[config.mk]
export PLATFORM = sky130hd
export DESIGN_NAME = cache_refill_sched
export DESIGN_NICKNAME = d
export VERILOG_FILES = /design/src/rtl/cache_ctrl_pkg.sv /design/src/rtl/cache_rr_arb.sv /design/src/rtl/cache_refill_sched.sv
export SDC_FILE = /design/constraint.sdc
export NUM_CORES = 1
export LEC_CHECK = 0
export BUFFER_PORTS_ARGS = -buffer_cell sky130_fd_sc_hd__buf_2
export CAP_MARGIN = 20
export CORE_AREA = 2 2 77 94
export DETAILED_ROUTE_END_ITERATION = 10
export DIE_AREA = 0 0 79 96
export PLACE_DENSITY = 0.87
export SLEW_MARGIN = 15
export SYNTH_ARGS = -nofsm -noshare
export SYNTH_HDL_FRONTEND = slang
export SYNTH_HIERARCHICAL = 1
export SYNTH_SLANG_ARGS = --single-unit
[constraint.sdc]
create_clock -name clk -period 2.97 [get_ports clk]
set_input_delay 0.4455 -clock clk [delete_from_list [all_inputs] [get_ports clk]]
set_output_delay 0.4455 -clock clk [all_outputs]
set_load 0.05 [all_outputs]
[src/rtl/cache_ctrl_pkg.sv]
// Shared types for the cache refill path: scheduler state, port identifiers
// and the helper that sizes the byte offset within one cache line.
package cache_ctrl_pkg;

    typedef enum logic [1:0] {
        IDLE = 2'd0,
        BUSY = 2'd1,
        ACK  = 2'd2
    } refill_state_t;

    typedef logic port_id_t;

    localparam port_id_t PORT_ICACHE = 1'b0;
    localparam port_id_t PORT_DCACHE = 1'b1;

    // Number of low address bits that select a byte inside one line.
    function automatic int unsigned line_off_w(input int unsigned line_words,
                                               input int unsigned data_width);
        return $clog2(line_words * data_width / 8);
    endfunction

endpackage

[src/rtl/cache_rr_arb.sv]
// Two-input round-robin arbiter.
// Ports: clk, reset_n (async active-low); req - request vector;
// advance - pulse to move priority; served - port just completed;
// gnt - combinational one-hot grant (zero when no request).
module cache_rr_arb
    import cache_ctrl_pkg::*;
(
    input  logic       clk,
    input  logic       reset_n,
    input  logic [1:0] req,
    input  logic       advance,
    input  port_id_t   served,
    output logic [1:0] gnt
);

    port_id_t prio;

    // Priority pointer: after a line completes, the other port goes first.
    always_ff @(posedge clk or negedge reset_n) begin
        if (!reset_n) begin
            prio <= PORT_ICACHE;
        end else if (advance) begin
            prio <= ~served;
        end
    end

    // Grant the priority port if it asks, otherwise the other one.
    always_comb begin
        gnt = 2'b00;
        if (req[prio]) begin
            gnt[prio] = 1'b1;
        end else if (req[~prio]) begin
            gnt[~prio] = 1'b1;
        end
    end

endmodule

[src/rtl/cache_refill_sched.sv]
// Refill scheduler sharing one word-wide memory read port between the
// I-cache (port 0) and D-cache (port 1). Accepts a miss address, bursts
// LINE_WORDS single-word reads in ascending order, streams the returned
// words back tagged with port and index, then pulses a per-port ack.
// Ports:
//   clk, reset_n                - clock, async active-low reset
//   req_vld_i/req_rdy_o/req_addr_i - per-port miss handshake and address
//   ack_o                       - one-cycle line-complete pulse per port
//   fill_vld_o/port/idx/data    - returned words toward the caches
//   mem_req_o/mem_gnt_i/mem_addr_o - read request channel
//   mem_rvld_i/mem_rdata_i      - in-order read data channel
module cache_refill_sched
    import cache_ctrl_pkg::*;
#(
    parameter int unsigned ADDR_WIDTH = 32,
    parameter int unsigned DATA_WIDTH = 32,
    parameter int unsigned LINE_WORDS = 4
) (
    input  logic                          clk,
    input  logic                          reset_n,
    input  logic [1:0]                    req_vld_i,
    output logic [1:0]                    req_rdy_o,
    input  logic [2*ADDR_WIDTH-1:0]       req_addr_i,
    output logic [1:0]                    ack_o,
    output logic                          fill_vld_o,
    output logic                          fill_port_o,
    output logic [$clog2(LINE_WORDS)-1:0] fill_idx_o,
    output logic [DATA_WIDTH-1:0]         fill_data_o,
    output logic                          mem_req_o,
    input  logic                          mem_gnt_i,
    output logic [ADDR_WIDTH-1:0]         mem_addr_o,
    input  logic                          mem_rvld_i,
    input  logic [DATA_WIDTH-1:0]         mem_rdata_i
);

    localparam int unsigned IDX_W   = $clog2(LINE_WORDS);
    localparam int unsigned CNT_W   = IDX_W + 1;
    localparam int unsigned OFF_W   = line_off_w(LINE_WORDS, DATA_WIDTH);
    localparam int unsigned WORD_SH = $clog2(DATA_WIDTH / 8);
    localparam logic [ADDR_WIDTH-1:0] LINE_MASK =
        ~((ADDR_WIDTH'(1) << OFF_W) - ADDR_WIDTH'(1));

    refill_state_t         state_q, state_d;
    port_id_t              port_q, port_d;
    logic [ADDR_WIDTH-1:0] base_q, base_d;
    logic [CNT_W-1:0]      iss_q, iss_d;
    logic [CNT_W-1:0]      ret_q, ret_d;

    logic [1:0]            gnt;
    logic                  advance;
    logic                  beat;
    logic [ADDR_WIDTH-1:0] sel_addr;

    cache_rr_arb u_arb (
        .clk     (clk),
        .reset_n (reset_n),
        .req     (req_vld_i),
        .advance (advance),
        .served  (port_q),
        .gnt     (gnt)
    );

    assign sel_addr = gnt[1] ? req_addr_i[2*ADDR_WIDTH-1:ADDR_WIDTH]
                             : req_addr_i[ADDR_WIDTH-1:0];

    // State and burst bookkeeping registers.
    always_ff @(posedge clk or negedge reset_n) begin
        if (!reset_n) begin
            state_q <= IDLE;
            port_q  <= PORT_ICACHE;
            base_q  <= '0;
            iss_q   <= '0;
            ret_q   <= '0;
        end else begin
            state_q <= state_d;
            port_q  <= port_d;
            base_q  <= base_d;
            iss_q   <= iss_d;
            ret_q   <= ret_d;
        end
    end

    // Next-state and output decode.
    always_comb begin
        state_d     = state_q;
        port_d      = port_q;
        base_d      = base_q;
        iss_d       = iss_q;
        ret_d       = ret_q;
        req_rdy_o   = 2'b00;
        ack_o       = 2'b00;
        fill_vld_o  = 1'b0;
        mem_req_o   = 1'b0;
        mem_addr_o  = '0;
        advance     = 1'b0;
        beat        = 1'b0;

        case (state_q)
            IDLE: begin
                // Gated by reset so no ready is offered while held in reset.
                req_rdy_o = reset_n ? gnt : 2'b00;
                beat      = |(req_vld_i & req_rdy_o);
                if (beat) begin
                    port_d  = req_rdy_o[1] ? PORT_DCACHE : PORT_ICACHE;
                    base_d  = sel_addr & LINE_MASK;
                    iss_d   = '0;
                    ret_d   = '0;
                    state_d = BUSY;
                end
            end
            BUSY: begin
                mem_req_o  = (iss_q < CNT_W'(LINE_WORDS));
                mem_addr_o = base_q + (ADDR_WIDTH'(iss_q) << WORD_SH);
                if (mem_req_o && mem_gnt_i) begin
                    iss_d = iss_q + CNT_W'(1);
                end
                // Only responses to reads actually granted are accepted.
                if (mem_rvld_i && (ret_q < iss_q)) begin
                    fill_vld_o = 1'b1;
                    ret_d      = ret_q + CNT_W'(1);
                    if (ret_q == CNT_W'(LINE_WORDS - 1)) begin
                        state_d = ACK;
                    end
                end
            end
            ACK: begin
                ack_o[port_q] = 1'b1;
                advance       = 1'b1;
                state_d       = IDLE;
            end
            default: begin
                state_d = IDLE;
            end
        endcase
    end

    assign fill_port_o = port_q;
    assign fill_idx_o  = fill_vld_o ? ret_q[IDX_W-1:0] : '0;
    assign fill_data_o = fill_vld_o ? mem_rdata_i : '0;

endmodule

==> impl_metrics.csv <==
group,metric,value,unit
setup_path,critical_path.max_stage_delay,520,ps
setup_path,arrival,2460,ps
synthesis,yosys_warnings,6,
final_layout,fin_area,0.003994,mm²
run_status,status,"completed",
sta,worst_pin_slew,608.3,ps
global_route,grt_usage,0.2255,
floorplanning,core_area,0.006689,mm²
hold_path,hold_path_class,"in2async",
sta,finalCritPeriodShare,0.9797,
placement,dpl.cell_count,581,
final_layout,nets,615,
placement,port_buffers,164,
final_layout,drive_gt1_frac,0.3984,
final_layout,final-seq-area,958.4,µm²
routing,viasPerCell,5.412,
setup_path,end_kind,"output port",
clock_network,cts_sinks,38,
synthesis,async_reset_ff_frac,1.000,
synthesis,synth_seq_cells,38,
routing,drtAntennaViolNets,0,
setup_path,worstPathMaxFanout,6,
sta,layout_min_cycle_time,2910,ps
setup_path,cpMaxStageDelayCell,"or4_4",
synthesis,ys_seq_area_frac,0.3336,
floorplanning,die_y,96,µm
clock_network,clkTransAtPathRegs,80,ps
synthesis,synth_flop_cell,"dfrtp_1",
sta,fmax,343.7,MHz
setup_path,crit_type,"reg2out",
setup_path,path_buf_inv,2,
setup_path,path_cells,"nand4_1, buf_4, or4_4, or4_1, a21oi_1, buf_4",
power_and_ir_drop,irDropWorstVdd,0.5994,mV
synthesis,syn_inst,349,
clock_network,hold_buffers,0,
placement,gp_congestion,0.8209,
synthesis,syn-cell-area,0.002850,mm²
clock_network,clockRootBuffer,"clkbuf_8",
global_route,grt_pass1_vias,3086,
floorplanning,dieWidth,79,µm
clock_network,cts_tree,"built",
global_route,grt_overflow,0,
placement,place_ws,264.3,ps
setup_path,cp_common_cell,"buf_4",
sta,setup_viol,0,
final_layout,multi_input_area,0.001808,mm²
setup_path,critPathLaunchType,"register",
power_and_ir_drop,leakage,1.962,nW
final_layout,fillers,560,
routing,wl_per_cell,14.61,µm
final_layout,antenna_cells,0,
synthesis,ys_types,40,
synthesis,synth_edf_count,0,
final_layout,final_common_cell,"buf_2",
clock_network,clock_path_buffers,2,
sta,max_slew_margin,0.5936,
sta,final-max-slew-violation-count,0,
run,drv_cap,0,
routing,dr.pass1.iters,4,
global_route,grt_pass1_wl,13.50,mm
floorplanning,io_pins,175,
routing,vias,3215,
global_route,grt_max_degree,41,
floorplanning,dieArea,0.007584,mm²
final_layout,stdcell_count,594,
placement,placed_area,0.003757,mm²
floorplanning,initial_core_util,0.4261,
clock_network,cts-buffers-inserted,5,
placement,place_hpwl,6.444,mm
sta,hold_viol,0,
routing,drcViolationCount,0,
sta,layout_setup_ws,60.35,ps
sta,rsz0062_at_grt,"yes",
setup_path,cp_data_required_time,2520,ps
final_layout,final_cell_mix,"buf_2, and2_1, nand2_1",
synthesis,avgSynthCellArea,8.167,µm²
power_and_ir_drop,power.density,1088,mW/mm²
clock_network,htreeDepth,2,
clock_network,clk_latency,290,ps
sta,hold-worst-slack,242.7,ps
final_layout,area_growth,40.12,%
sta,worst_clock_skew,3.838,ps
global_route,antenna_found_initial,0,
floorplanning,rows,33,
routing,drt-total-wl,8.681,mm
routing,drt_iter0_drc,272,
setup_path,crit_family,"simple AND/OR/NAND/NOR gates",
-- worst register-to-register path: cells and delay by family, from the launching register on --
family	cells	cell delay [ps]
flops	1	410
simple gates	2	290
buf+inv	2	390
fa+ha+maj	1	300
compound gates	1	420
mux	1	270
-- metrics by stage --
| step | setup TNS, ps | utilization | power [W] |
|---|---|---|---|
| after CTS | -4.585 | 0.5849 | 0.004275 |
| after floorplan | 0 | - | 0.003100 |
| after detailed placement | 0 | 0.5617 | 0.003766 |
| after global placement | 0 | 0.5617 | 0.003705 |
| after global routing | -393.6 | 0.5971 | 0.004631 |
| final | 0 | 0.5971 | 0.004344 |
-- kinds of logic after synthesis --
group	count (synthesis)	share of synthesized area
other	1	0.001316
XOR/XNOR	11	0.03380
AO/OA/AOI/OAI	68	0.1383
multiplexers	30	0.1058
flip-flops	38	0.3336
adder cells (fa/ha/maj)	7	0.03073
buffers and inverters	37	0.05706
AND/OR/NAND/NOR	157	0.2994
-- sequential cells by signal, summed over array words and instances, names as in the netlist --
| signal | flops |
|---|---|
| u_arb/prio | 1 |
| state_q | 2 |
| ret_q | 3 |
| base_q | 28 |
| fill_port_o | 1 |
| iss_q | 3 |
-- path summary, 6_finish.rpt --
path / start / to / slack [ps] / cells past startpoint
max: base_q[13] / mem_addr_o[23] / 60 / 6
min: reset_n / base_q[17] / 240 / 2
max reg2reg: iss_q[2] / ret_q[0] / 780 / 7
min reg2reg: base_q[4] / base_q[4] / 500 / 2
max in group asynchronous: reset_n / base_q[12] / 2350 / 2
min in group clk: mem_gnt_i / iss_q[1] / 410 / 3
-- cell usage after synthesis, types with 3 or more instances --
| master | number | share of area |
|---|---|---|
| a21oi_1 | 15 | 0.026 |
| and2_1 | 45 | 0.099 |
| clkbuf_1 | 20 | 0.026 |
| dfrtp_1 | 38 | 0.33 |
| ha_1 | 7 | 0.031 |
| inv_1 | 11 | 0.014 |
| mux2i_1 | 29 | 0.10 |
| nand2_1 | 45 | 0.059 |
| nand2b_1 | 4 | 0.0088 |
| nand3_1 | 11 | 0.019 |
| nand4_1 | 6 | 0.013 |
| nor2_1 | 14 | 0.018 |
| nor2b_1 | 3 | 0.0066 |
| nor3_1 | 3 | 0.0053 |
| nor4_1 | 4 | 0.0088 |
| o21ai_0 | 33 | 0.058 |
| o31ai_1 | 11 | 0.029 |
| or3_1 | 3 | 0.0066 |
| or4_1 | 12 | 0.032 |
| xnor2_1 | 6 | 0.018 |
| xor2_1 | 5 | 0.015 |
-- power breakdown --
group | switching [W] | total (W) | internal [W]
Sequential | 0.000296 | 0.00105 | 0.000756
Clock | 0.000191 | 0.000442 | 0.000251
Combinational | 0.00204 | 0.00285 | 0.000814
-- what timing repair did --
item | CTS | global route
gates resized for setup | 12 | 23
endpoints found under the setup margin | 9 | 46
pin swaps | 3 | 4
buffers inserted | 1 | 2
gates cloned | 1 | 1
-- area by class of cell --
cell class,instances,area share
Clock buffer,6,0.01817
Clock inverter,2,0.009398
Inverter,11,0.01034
Multi-Input combinational cell,277,0.4527
Sequential cell,38,0.2400
Tap cell,87,0.02726
Timing Repair Buffer,173,0.2422
-- per-layer routing --
layer,vias up,part of all wire,global-route usage
met5,-,0,0
met4,0,0.028,0.09626
met3,20,0.085,0.03471
met2,179,0.54,0.4322
met1,1482,0.34,0.2447
li1,1534,-,-
Note: power is estimated with default switching activity, not from simulation.
